<file path="src/rtl/instr_fetch_unit_pkg.sv">
// Shared fetch-path constants: default widths, reset PC and FSM encodings.
// Imported by the fetch unit, the IR and the control unit.
package instr_fetch_unit_pkg;

    localparam int          ADDR_W_DEF   = 16;
    localparam int          DATA_W_DEF   = 16;
    localparam int unsigned RESET_PC_DEF = 0;

    localparam logic [2:0] ST_IDLE   = 3'd0;
    localparam logic [2:0] ST_FETCH  = 3'd1;
    localparam logic [2:0] ST_WRITE  = 3'd2;
    localparam logic [2:0] ST_ERROR  = 3'd3;
    localparam logic [2:0] ST_HALTED = 3'd4;

endpackage

</file>
<file path="src/rtl/fetch_pc_reg.sv">
// Program counter register: load beats increment, increment wraps.
module fetch_pc_reg
    import instr_fetch_unit_pkg::*;
#(
    parameter int          ADDR_W   = ADDR_W_DEF,
    parameter int unsigned RESET_PC = RESET_PC_DEF
) (
    input  logic              clk,
    input  logic              rstn,
    input  logic              load,
    input  logic [ADDR_W-1:0] load_val,
    input  logic              inc,
    output logic [ADDR_W-1:0] pc
);

    logic [ADDR_W-1:0] r_pc;

    always_ff @(posedge clk) begin
        if (!rstn) begin
            r_pc <= ADDR_W'(RESET_PC);
        end else if (load) begin
            r_pc <= load_val;
        end else if (inc) begin
            r_pc <= r_pc + ADDR_W'(1);
        end
    end

    assign pc = r_pc;

endmodule

</file>
<file path="src/rtl/instr_fetch_unit.sv">
// Fetch stage: issues instruction-memory reads and strobes the result
// into the IR, with timeout detection and a sticky halt.
module instr_fetch_unit
    import instr_fetch_unit_pkg::*;
#(
    parameter int          ADDR_W   = ADDR_W_DEF,
    parameter int          DATA_W   = DATA_W_DEF,
    parameter int unsigned RESET_PC = RESET_PC_DEF,
    parameter int          TIMEOUT  = 15
) (
    input  logic              clk,
    input  logic              rstn,
    input  logic              fetch_start,
    input  logic              pc_load,
    input  logic [ADDR_W-1:0] pc_load_val,
    input  logic              halt,
    output logic              im_req,
    output logic [ADDR_W-1:0] im_addr,
    input  logic [DATA_W-1:0] im_rdata,
    input  logic              im_valid,
    output logic [DATA_W-1:0] ir_data,
    output logic              ir_wr,
    output logic              fetch_done,
    output logic              fetch_err,
    output logic              busy,
    output logic [ADDR_W-1:0] pc_out
);

    localparam int CW = $clog2(TIMEOUT + 1);

    logic [2:0]        r_state;
    logic [CW-1:0]     r_cnt;
    logic              r_im_req;
    logic [ADDR_W-1:0] r_im_addr;
    logic [DATA_W-1:0] r_ir_data;
    logic              r_ir_wr;
    logic              r_err;
    logic              r_busy;

    logic [2:0]        w_nxt;
    logic              w_ready;
    logic              w_load;
    logic              w_inc;
    logic [ADDR_W-1:0] w_pc;

    // IDLE and ERROR both accept new CU commands
    assign w_ready = (r_state == ST_IDLE) || (r_state == ST_ERROR);
    assign w_load  = w_ready && pc_load && !halt;
    assign w_inc   = (r_state == ST_WRITE);

    always_comb begin
        w_nxt = r_state;
        case (r_state)
            ST_IDLE, ST_ERROR: begin
                if (fetch_start) w_nxt = ST_FETCH;
            end
            ST_FETCH: begin
                if (im_valid)
                    w_nxt = ST_WRITE;
                else if (r_cnt == CW'(TIMEOUT - 1))
                    w_nxt = ST_ERROR;
            end
            ST_WRITE:  w_nxt = ST_IDLE;
            ST_HALTED: w_nxt = ST_HALTED;
            default:   w_nxt = ST_IDLE;
        endcase
        if (halt) w_nxt = ST_HALTED;
    end

    fetch_pc_reg #(
        .ADDR_W   (ADDR_W),
        .RESET_PC (RESET_PC)
    ) u_pc (
        .clk      (clk),
        .rstn     (rstn),
        .load     (w_load),
        .load_val (pc_load_val),
        .inc      (w_inc),
        .pc       (w_pc)
    );

    always_ff @(posedge clk) begin
        if (!rstn) begin
            r_state   <= ST_IDLE;
            r_cnt     <= '0;
            r_im_req  <= 1'b0;
            r_im_addr <= '0;
            r_ir_data <= '0;
            r_ir_wr   <= 1'b0;
            r_err     <= 1'b0;
            r_busy    <= 1'b0;
        end else begin
            r_state  <= w_nxt;
            r_im_req <= (w_nxt == ST_FETCH);
            r_ir_wr  <= (w_nxt == ST_WRITE);
            r_busy   <= (w_nxt == ST_FETCH) || (w_nxt == ST_WRITE);
            if (r_state == ST_FETCH && w_nxt == ST_FETCH)
                r_cnt <= r_cnt + CW'(1);
            else
                r_cnt <= '0;
            if (w_ready && w_nxt == ST_FETCH)
                r_im_addr <= pc_load ? pc_load_val : w_pc;
            if (r_state == ST_FETCH && w_nxt == ST_WRITE)
                r_ir_data <= im_rdata;
            if (r_state == ST_FETCH && w_nxt == ST_ERROR)
                r_err <= 1'b1;
            else if (w_nxt == ST_FETCH)
                r_err <= 1'b0;
        end
    end

    assign im_req     = r_im_req;
    assign im_addr    = r_im_addr;
    assign ir_data    = r_ir_data;
    assign ir_wr      = r_ir_wr;
    assign fetch_done = r_ir_wr;
    assign fetch_err  = r_err;
    assign busy       = r_busy;
    assign pc_out     = w_pc;

endmodule

</file>
<file path="config.mk">
export PLATFORM = sky130hd
export DESIGN_NAME = instr_fetch_unit
export DESIGN_NICKNAME = d
export VERILOG_FILES = /design/src/rtl/instr_fetch_unit_pkg.sv /design/src/rtl/fetch_pc_reg.sv /design/src/rtl/instr_fetch_unit.sv
export SDC_FILE = /design/constraint.sdc
export NUM_CORES = 1
export LEC_CHECK = 0
export ABC_AREA = 1
export BUFFER_PORTS_ARGS = -buffer_cell sky130_fd_sc_hd__buf_4
export CAP_MARGIN = 5
export CORE_MARGIN = 2
export CORE_UTILIZATION = 45
export CTS_CLUSTER_SIZE = 10
export DETAILED_ROUTE_END_ITERATION = 10
export GPL_ROUTABILITY_DRIVEN = 0
export HOLD_SLACK_MARGIN = 0.03
export PLACE_DENSITY = 0.71
export SETUP_SLACK_MARGIN = 0.5
export SYNTH_ARGS = -nofsm -noshare
export SYNTH_HDL_FRONTEND = slang
export SYNTH_HIERARCHICAL = 1
export SYNTH_SLANG_ARGS = --single-unit
</file>
<file path="constraint.sdc">
create_clock -name clk -period 4.5 [get_ports clk]
set_input_delay 0.675 -clock clk [delete_from_list [all_inputs] [get_ports clk]]
set_output_delay 0.675 -clock clk [all_outputs]
set_load 0.02 [all_outputs]
</file>
* After elaboration in Yosys (flattened, before gate mapping) *
Cells that the tools add are included.

storage, ports and cells
  register bits after elaboration = 59
  bits of input ports = 38
  output and inout port bits = 53
  word-level logic and storage cells = 43

operators by class
  add/subtract/negate cells = 2
  reductions and logical operators = 14
  multiplexer cells = 10
  equality and inequality tests = 8

operators with widths
  kind                                                  number
  two-way mux 16 bit                                    3
  adder 16 x 1 -> 16 bit (second input constant)        1
  equality test 3 x 2 -> 1 bit (second input constant)  4
  two-way mux 3 bit                                     4
  case mux 3 bit (3 select lines)                       1
  equality test 3 x 1 -> 1 bit (second input constant)  2
  logical AND 1 bit                                     6
  adder 4 x 1 -> 4 bit (second input constant)          1
  equality test 4 bit (second input constant)           1
  nonzero test 2 bit                                    2
  equality test 3 bit (second input constant)           1
  logical NOT 3 bit                                     1
  logical OR 1 bit                                      2
  two-way mux 1 bit                                     2
  AND reduction 2 bit                                   1
  OR reduction 2 bit                                    1
  logical NOT 1 bit                                     1

* Logic depth before layout (Yosys ltp) *
  depth after elaboration = 8
  mapped depth = 12
  gate-level depth less buffers = 12

* By module *
The synthesis kept the hierarchy.

modules (own cells, without submodules)
  module            instances  area an instance (um2)  cells an instance  seq. area each (um2)
  instr_fetch_unit  1          2067.0                  284                860.8
  fetch_pc_reg      1          1012.2                  148                320.3

* Worst setup path before layout *
No wires, ideal clock.

  path kind = in2reg
  start point = in pc_load
  end point = reg u_pc.r_pc[11] (netlist: u_pc/pc[11])
  arrival time = 2.060 ns
  cell stages on the path = 10
  data required time = 4.368 ns
  setup slack = 2.308 ns
  library setup time = 0.132 ns
  buffers on the path = 3
  path through = clkbuf_1 > buf_2 > nand2_1 > nor2_1 > inv_1 > nand2_1 > inv_1 > buf_4 > nand3_1 > a21oi_1

on the way
  word-level cells in the longest chain between the ends = 3
  elaborated cells between the ends (all ways) = 4
  those cells by class = 1 x mux; 3 x reduce/logical

ends and longest elaborated chain
  element                                                          line                    RTL
  start, declared                                                  instr_fetch_unit.sv:14  input logic pc_load,
  logical AND 1 bit (*) (2 in a row)                               instr_fetch_unit.sv:48  assign w_load = w_ready && pc_load && !halt;
  via w_load                                                       instr_fetch_unit.sv:42  logic w_load;
  two-way mux 16 bit / nonzero test 2 bit (equally long branches)  -
  end signal, assigned                                             fetch_pc_reg.sv:20      r_pc <= ADDR_W'(RESET_PC);
  end signal, assigned                                             fetch_pc_reg.sv:22      r_pc <= load_val;
  end signal, assigned                                             fetch_pc_reg.sv:24      r_pc <= r_pc + ADDR_W'(1);
  end, declared                                                    fetch_pc_reg.sv:16      logic [ADDR_W-1:0] r_pc;

Mark *: on every way through the listed nets, which the timed path passes. The rest lies on a longest branch.
A chain may end at the register's enable or synchronous reset.

* Final worst setup path *
  start point = reg r_state[1]
  end point = reg u_pc.r_pc[1] (netlist: u_pc/pc[1])

on the way
  word-level cells in the longest chain between the ends = 5
  elaborated cells between the ends (all ways) = 8
  those cells by class = 2 x eq/ne; 1 x mux; 5 x reduce/logical

ends and longest elaborated chain
  element                                                                   line                    RTL
  start, declared                                                           instr_fetch_unit.sv:31  logic [2:0] r_state;
  start signal, assigned                                                    instr_fetch_unit.sv:93  r_state <= w_nxt;
  equality test 3 x 2 -> 1 bit / logical NOT 3 bit (equally long branches)  instr_fetch_unit.sv:47  assign w_ready = (r_state == ST_IDLE) || (r_state == ST_ERROR);
  logical OR 1 bit (*)                                                      instr_fetch_unit.sv:47
  logical AND 1 bit (*) (2 in a row)                                        instr_fetch_unit.sv:48
  via w_load                                                                instr_fetch_unit.sv:42
  two-way mux 16 bit / nonzero test 2 bit (equally long branches)           -

Marks and branches as above.

==> run metrics <==
CTS H-tree depth=3; first-pass iteration count of the detailed router=4; largest cells by area after synthesis=dfxtp_1, nand2_1, nor2_1; Worst-Skew Late Latency=roughly 0.34 ns; Finished Cell Area=3960 um2; Die W=between 80 and 90 um; Max FO, Critical Path=15; wire per inst=12.7 um; CTS resizes=0; r2r setup slk=about 1.9 ns; clk slew on worst S/H paths=roughly 0.070 ns; post-synthesis sequential area ratio=0.384; Critical Path RT=between 4 and 5 ns; Starting DRT DRC Count=228; global-route wire length before repair=between 10 and 15 mm; initial antenna violation count=0; met2 routed WL=3.55 mm; largest net degree at the start of global routing=40; commonest cells after routing, fill and taps aside=nand2_1, buf_4, nor2_1, dfxtp_1, inv_1; Pint=around 940 uW; DP Area=~3700 um2; DRC viols=0; Starting Density=0.458; Mapped Cells=432; Worst R2R Start=r_state[1]; most common cell after layout, fill and taps aside=nand2_1; Hold Path Sink=r_cnt[0]; hold path depth=1; PwrDens=~320 nW/um2; Util after Layout=0.589; RSZ-0062 raised after global routing=false; fin worst setup slack=around 1.9 ns; peak supply drop=~190 uV; drt total wl=7.64 mm; ant diodes=0; met3 wire len=roughly 540 um; GRT Total Usage=0.207; Post-Route M1 WL=between 3 and 4 mm; Hold Startpoint=r_cnt[0]; CTS root buf=clkbuf_8; Routed Antenna Nets=0; setup bufs post-CTS=0; setup clock skew after layout=about 0.01 ns; Peak Freq=roughly 390 MHz; Clock Sinks=59; Hold Violations, Final=0; Mapped Area=approximately 3000 um2; leading area contributor after synthesis=dfxtp_1; Max-cap violations=0; share of power burned in registers=0.443; total number of vias=2932; status=completed; final setup TNS=0 ns; PortBufs=90; Worst-Margin Slew=~0.95 ns; Clock Tree Buf Depth=2; io pins=between 90 and 100; final setup vio count=0; register bit total from synthesis=~60; critical path class=reg -> reg; crit path time final=approximately 2.6 ns; Reg2Reg Depth=12; Mapped Nets=between 400 and 500; number of CTS-inserted buffers=9; placed wire-length estimate=5.62 mm; fin crit share=0.575; CTS tree=yes; via/cell ratio=approximately 4.9; Hold-fix buffers, CTS=0; Final Max Slew Viols=0; Switching Share=0.266; cell leakage power=between 1.5 and 2 nW; Site Rows=30; Setup crit end kind=flop; Final nets=approximately 560; post-synth cell types=32; Yosys top cell area share=0.384; Slew headroom=0.367; NetSw=about 340 uW; yosys warns=6; worst slack, placed=about 1.8 ns; chip height=between 80 and 90 um; Avg Cell Area, Syn=approximately 7 um2; vias in the first global route=between 2000 and 3000; P&R area growth vs syn=28.6%; Core Footprint=6720 um2; share of layout cells above drive strength 1=0.278; reg2reg end=u_pc/pc[1]; power share of the clock group=0.410; HP Class=reg -> reg; worst endpoint data arrival time=approximately 2.8 ns; layout filler cell count=just over 600; startpoint types=flop; Overflow after GRT=0; die area=around 7500 um2; combinational share of power=0.147; highest routed layer=met4
worst max path at each step:
stage,startpoint,end,depth (start not counted)
after floorplan,pc_load,u_pc/pc[11],10
after global placement,pc_load,u_pc/pc[1],10
after detailed placement,pc_load,u_pc/pc[1],10
after CTS,r_state[1],u_pc/pc[1],12
after global routing,r_state[1],u_pc/pc[1],12
final,r_state[1],u_pc/pc[1],12
logic make-up after synthesis:
logic type                 synth area share
buffers and inverters                 0.101
adders and majority gates            0.0122
AOI/OAI and AO/OA                    0.0768
DFF                                   0.384
and+or+nand+nor                       0.343
xor gates and xnor gates             0.0256
muxes                                0.0573
metal layers:
layer,vias to the layer above,global-route usage
met3,10,0.0543
li1,1518,-
met2,95,0.309
met4,0,0.101
met1,1309,0.278
met5,-,0
flip-flops by register name, indices dropped and copies added, names as in the netlist:
| register | flops |
|---|---|
| im_req | 1 |
| r_cnt | 4 |
| fetch_err | 1 |
| im_addr | 16 |
| r_state | 3 |
| u_pc/pc | 16 |
| fetch_done | 1 |
| ir_data | 16 |
| busy | 1 |
layout make-up:
class,count,area (um2),area share
multi-input cells,302,1590,0.401
flip-flops and latches,59,1180,0.298
repair buffers,90,676,0.171
inverters,55,206,0.0521
clock buffers,11,131,0.0332
well taps,80,100,0.0253
clock inverters,5,77.6,0.0196
stage by stage:
stage,power (mW),hold WS [ns],cells
after global routing,1.32,0.481,602
after global placement,0.761,0.447,586
after detailed placement,0.764,0.453,586
final,1.28,0.465,602
after floorplan,0.687,0.430,432
after CTS,1.28,0.470,602
cells in the mapped netlist (all sizes together):
master	instances
nor2	93
inv	55
buf	14
a22oi	10
mux2	13
xnor2	3
nor3	1
a21oi	17
mux2i	3
clkbuf	2
nand2	114
a31oi	1
nand4	9
dfxtp	59
nand3	20
xor2	6
ha	3
o21ai	5
o21bai	4
power by group through the flow:
stage	sequential, mW	combinational, mW	clock (mW)
floorplan	0.596	0.0912	0
CTS	0.565	0.187	0.531
global route	0.568	0.206	0.549
global placement	0.577	0.184	0
detailed placement	0.577	0.187	0
finish	0.565	0.187	0.523
critical path, stage by stage (launching register included):
cell	delay [ns]
dfxtp_1	0.38
nor2_1	0.16
nand2_1	0.10
nand2_4	0.14
nand2_1	0.06
nor2_1	0.72
inv_1	0.29
nand2_1	0.15
inv_1	0.19
nand2_1	0.12
nand3_1	0.07
nand2_1	0.06
inv_1	0.04
No activity file was read; power rests on OpenSTA's default activity.
